$ cat src/rtl/vga_frame_ctrl.sv
`default_nettype none
// ============================================================================
// Module   : vga_frame_ctrl
// Purpose  : Frame scheduler between VGA timing and the renderer; generates
//            frame-buffer read addresses and swaps double buffers at vblank.
// Revision : 1.0
// ============================================================================
module vga_frame_ctrl #(
    parameter int H_ACTIVE    = 640,
    parameter int V_ACTIVE    = 480,
    parameter int SCALE_SHIFT = 1,
    parameter int ADDR_W      = 17
) (
    input  logic              vga_clk,
    input  logic              rst,
    input  logic [11:0]       row_addr,
    input  logic [11:0]       col_addr,
    input  logic              render_done,
    output logic              frame_tick,
    output logic              render_busy,
    output logic              front_sel,
    output logic              back_sel,
    output logic              fb_rd_en,
    output logic [ADDR_W-1:0] fb_rd_addr,
    output logic [15:0]       frame_cnt,
    output logic [7:0]        drop_cnt
);

    localparam logic [11:0]       c_H_ACT  = 12'(H_ACTIVE);
    localparam logic [11:0]       c_V_ACT  = 12'(V_ACTIVE);
    localparam logic [ADDR_W-1:0] c_FB_W   = ADDR_W'(H_ACTIVE >> SCALE_SHIFT);

    typedef enum logic [1:0] {
        S_IDLE   = 2'd0,
        S_RENDER = 2'd1,
        S_DONE   = 2'd2
    } state_t;

    state_t              r_state;
    logic                r_tick;
    logic                r_busy;
    logic                r_front;
    logic                r_rd_en;
    logic [ADDR_W-1:0]   r_rd_addr;
    logic [15:0]         r_frame_cnt;
    logic [7:0]          r_drop_cnt;

    logic                w_active;
    logic                w_vb_evt;
    logic [11:0]         w_row_s;
    logic [11:0]         w_col_s;
    logic [ADDR_W-1:0]   w_addr;

    assign w_active = (row_addr < c_V_ACT) && (col_addr < c_H_ACT);
    assign w_vb_evt = (row_addr == c_V_ACT) && (col_addr == 12'd0);
    assign w_row_s  = row_addr >> SCALE_SHIFT;
    assign w_col_s  = col_addr >> SCALE_SHIFT;
    // Product deliberately truncated to the frame-buffer address width.
    assign w_addr   = ADDR_W'(w_row_s) * c_FB_W + ADDR_W'(w_col_s);

    always_ff @(posedge vga_clk) begin
        if (rst) begin
            r_state     <= S_IDLE;
            r_tick      <= 1'b0;
            r_busy      <= 1'b0;
            r_front     <= 1'b0;
            r_rd_en     <= 1'b0;
            r_rd_addr   <= '0;
            r_frame_cnt <= 16'd0;
            r_drop_cnt  <= 8'd0;
        end else begin
            r_rd_en   <= w_active;
            r_rd_addr <= w_active ? w_addr : '0;
            r_tick    <= 1'b0;
            case (r_state)
                S_IDLE: begin
                    if (w_vb_evt) begin
                        r_state <= S_RENDER;
                        r_busy  <= 1'b1;
                        r_tick  <= 1'b1;
                    end
                end
                S_RENDER: begin
                    // A completion arriving on the vblank cycle still makes this frame.
                    if (render_done && w_vb_evt) begin
                        r_front     <= ~r_front;
                        r_frame_cnt <= r_frame_cnt + 16'd1;
                        r_tick      <= 1'b1;
                    end else if (render_done) begin
                        r_state <= S_DONE;
                        r_busy  <= 1'b0;
                    end else if (w_vb_evt) begin
                        if (r_drop_cnt != 8'hFF) begin
                            r_drop_cnt <= r_drop_cnt + 8'd1;
                        end
                    end
                end
                S_DONE: begin
                    if (w_vb_evt) begin
                        r_state     <= S_RENDER;
                        r_busy      <= 1'b1;
                        r_front     <= ~r_front;
                        r_frame_cnt <= r_frame_cnt + 16'd1;
                        r_tick      <= 1'b1;
                    end
                end
                default: begin
                    r_state <= S_IDLE;
                    r_busy  <= 1'b0;
                end
            endcase
        end
    end

    assign frame_tick  = r_tick;
    assign render_busy = r_busy;
    assign front_sel   = r_front;
    assign back_sel    = ~r_front;
    assign fb_rd_en    = r_rd_en;
    assign fb_rd_addr  = r_rd_addr;
    assign frame_cnt   = r_frame_cnt;
    assign drop_cnt    = r_drop_cnt;

endmodule
`default_nettype wire

$ cat config.mk
export PLATFORM = sky130hd
export DESIGN_NAME = vga_frame_ctrl
export DESIGN_NICKNAME = d
export VERILOG_FILES = /design/src/rtl/vga_frame_ctrl.sv
export SDC_FILE = /design/constraint.sdc
export NUM_CORES = 1
export LEC_CHECK = 0
export CAP_MARGIN = 20
export CORE_MARGIN = 1
export CORE_UTILIZATION = 48
export DETAILED_ROUTE_END_ITERATION = 8
export PLACE_DENSITY = 0.89
export RECOVER_POWER = 25
export SLEW_MARGIN = 10
export SYNTH_ARGS = -nofsm -noshare
export SYNTH_HDL_FRONTEND = slang
export SYNTH_SLANG_ARGS = --single-unit
$ cat constraint.sdc
create_clock -name vga_clk -period 3.8 [get_ports vga_clk]
set_clock_uncertainty 0.2 [all_clocks]
set_input_delay 0.57 -clock vga_clk [delete_from_list [all_inputs] [get_ports vga_clk]]
set_output_delay 0.57 -clock vga_clk [all_outputs]
set_load 0.005 [all_outputs]
==> flow_metrics.env <==
export IMPL_status="finished, final reports clean"
export IMPL_min_delay_worst_endpoint="frame_cnt[15]"
export IMPL_syn2layout_area_growth_pct=36.1
export IMPL_synth_warning_count=0
export IMPL_min_period_ns=3.39
export IMPL_num_rows=25
export IMPL_numCtsBuffers=5
export IMPL_worstSetupPathType="in -> reg"
export IMPL_cts_root_buf="clkbuf_8"
export IMPL_dr_pass1_iters=4
export IMPL_min_path_type="reg -> reg"
export IMPL_synthTopCellsByCount="46 x dfxtp_1, 35 x nor2_1, 22 x ha_1"
export IMPL_pwr_share_seq_pct=46.0
export IMPL_drcViolationCount=0
export IMPL_rrSetupSlack_ns=1.59
export IMPL_die_h_um=74.3
export IMPL_drv_slew=0
export IMPL_synth_top_area_share_pct=36.7
export IMPL_synthesis_nets=319
export IMPL_core_area_um2=4880
export IMPL_netlist_cell_type_count=44
export IMPL_cp_required_ns=3.77
export IMPL_cts_setup_buffers=0
export IMPL_async_flop_share_pct=0
export IMPL_drtIter0Drc=93
export IMPL_syn_avg_cell_area_um2=9.36
export IMPL_max_freq_mhz=295
export IMPL_nets=395
export IMPL_worst_pin_slew_ns=0.471
export IMPL_whs_path_depth=2
export IMPL_fin_area_um2=3410
export IMPL_placed_cell_area_um2=3300
export IMPL_synth_edf_count=0
export IMPL_p_int_mw=0.793
export IMPL_p_sw_share_pct=24.5
export IMPL_via_per_inst=5.38
export IMPL_drive_gt1_share_pct=7.27
export IMPL_place_ws_ns=0.0893
export IMPL_insertion_delay_ns=0.29
export IMPL_start_util_pct=51.4
export IMPL_crit_chain="clkdlybuf4s50_1 > ha_1 > ha_1 > fa_1 > ha_1 > o21a_1 > o31a_1 > o2111ai_1 > nor4_1 > xnor2_1 > nor2_1"
export IMPL_p_leak_nw=1.35
export IMPL_p_total_mw=1.05
export IMPL_synthFlopType="dfxtp_1"
export IMPL_cts_hold_buf=0
export IMPL_gp_congestion=0.829
export IMPL_endpoint_kind="register"
export IMPL_dieArea_um2=5520
export IMPL_cts_tree="done"
export IMPL_grt_max_degree=30
export IMPL_utilization_pct=70.0
export IMPL_maxCapViolCount=0
export IMPL_finalSetupViolations=0
export IMPL_dp_hpwl_um=4450
export IMPL_crit_reg2reg_launch="r_state[1]"
export IMPL_cp_arrival_ns=3.36
export IMPL_netlist_top_cells_area="dfxtp_1 37%, ha_1 11%, xnor2_1 7.3%"
export IMPL_cts_path_max_buffers=2
export IMPL_post_route_period_util_pct=89.2
export IMPL_htreeDepth=2
export IMPL_rsz0062_at_grt="false"
export IMPL_n_antenna_cell=0
export IMPL_grt_pass1_vias=2117
export IMPL_grt_overflow_total=0
export IMPL_rr_worst_depth=6
export IMPL_n_fill_cell=410
export IMPL_routedWlPerCell_um=13.6
export IMPL_antenna_found_initial=0
export IMPL_synth_seq_area_share_pct=36.7
export IMPL_start_kind="input port"
export IMPL_cpPeakStageDelay_ns=0.47
export IMPL_p_clk_share_pct=34.8
export IMPL_die_width_um=74.3
export IMPL_hold_viol=0
export IMPL_vias=2210
export IMPL_ctsResizeCount=0
export IMPL_crit_path_top_delay_cell="clkdlybuf4s50_1"
export IMPL_fin_ws_ns=0.412
export IMPL_combPwrFrac_pct=19.3
export IMPL_synth_seq_cells=46
export IMPL_io_pins=73
export IMPL_synth_most_common_cell="dfxtp_1"
export IMPL_grtUsageTotal_pct=22.4
export IMPL_p_per_area_nw_per_um2=308
export IMPL_crit_path_frequent_cell="ha_1"
export IMPL_cts_sinks=46
export IMPL_max_slew_margin_pct=68.4
export IMPL_portBuffers=72
export IMPL_yosysTopAreaCell="dfxtp_1"
export IMPL_hp_start="frame_cnt[15]"
export IMPL_path_clk_slew_ns=0.08
export IMPL_ir_drop_v=0.000137
export IMPL_ant_nets=0
export IMPL_synthCells=268
export IMPL_synth_area_um2=2510
export IMPL_routed_wl_um=5590
export IMPL_grt_pass1_wl_um=9490
export IMPL_worstPathMaxFanout=4
export IMPL_final_setup_tns_ns=0
export IMPL_p_switching_mw=0.257
export IMPL_reg2reg_to="frame_cnt[7]"
## worst max-delay path: cells and delay by family
kind,cells,cell delay [ns]
compound gates,3,0.43
xor+xnor,1,0.16
fa+ha+maj,4,1.32
buf+inv,1,0.47
simple gates,2,0.40
## final cells by class
| type | count | area (um^2) | area share [%] |
|---|---|---|---|
| multi-input cells | 208 | 1530 | 44.7 |
| flip-flops and latches | 46 | 921 | 27.0 |
| repair buffers | 74 | 736 | 21.5 |
| well taps | 67 | 83.8 | 2.46 |
| clock buffers | 6 | 82.6 | 2.42 |
| inverters | 9 | 33.8 | 0.989 |
| clock inverters | 1 | 30.0 | 0.879 |
## power groups by stage
| stage | clock network [mW] | logic, mW | registers, mW |
|---|---|---|---|
| 2_1_floorplan | 0 | 0.138 | 0.494 |
| 3_3_place_gp | 0 | 0.195 | 0.494 |
| 3_5_place_dp | 0 | 0.201 | 0.494 |
| 4_1_cts | 0.371 | 0.202 | 0.483 |
| 5_1_grt | 0.389 | 0.226 | 0.483 |
| 6_report | 0.365 | 0.202 | 0.483 |
## logic make-up (layout without fill, tap and decap cells)
logic type	count (synthesis)	in the layout	synth area share (%)
AND/OR/NAND/NOR	115	115	26.6
flip-flops	46	46	36.7
AO/OA/AOI/OAI	33	33	8.98
XOR/XNOR	33	33	11.5
adder cells (fa/ha/maj)	24	24	12.6
buffers and inverters	14	90	2.39
multiplexers	3	3	1.20
## through the flow
stage / std cells / hold WS (ns)
after floorplan: 268 / 0.279
after global placement: 404 / 0.295
after detailed placement: 404 / 0.313
after CTS: 411 / 0.331
after global routing: 411 / 0.361
final: 411 / 0.322
## layer usage
layer / track usage [%] / part of all wire [%] / vias to the layer above
li1: - / - / 1110
met1: 25.7 / 43 / 1020
met2: 40.3 / 50 / 65
met3: 4.47 / 4.4 / 15
met4: 9.85 / 2.5 / 0
met5: 0 / 0 / -
## cells in the final DEF (no fill, tap or decap), drive strengths merged, types with 4 or more instances in the layout
cell,count
nor2b,4
nor2,35
inv,9
xnor2,21
nand4,7
clkdlybuf4s50,49
ha,22
dlygate4sd3,23
xor2,12
nor3,14
nor4,4
clkbuf,6
o21ai,5
a21oi,7
dfxtp,46
a21o,4
and2,8
or4,4
nand2,10
nand3,9
and4,5
## state kept, by name, indices dropped and copies added, names as in the netlist
register and cells:
render_busy 1, drop_cnt 8, fb_rd_en 1, r_state 1, frame_cnt 16, frame_tick 1
front_sel 1, fb_rd_addr 17
## worst max path at each step
stage,startpoint,to,cells past startpoint
floorplan,row_addr[2],fb_rd_addr[16],10
global placement,row_addr[2],fb_rd_addr[16],11
detailed placement,row_addr[2],fb_rd_addr[16],11
CTS,row_addr[2],fb_rd_addr[16],11
global route,row_addr[2],fb_rd_addr[16],11
finish,row_addr[2],fb_rd_addr[16],11
(Power assumes the default switching activity.)
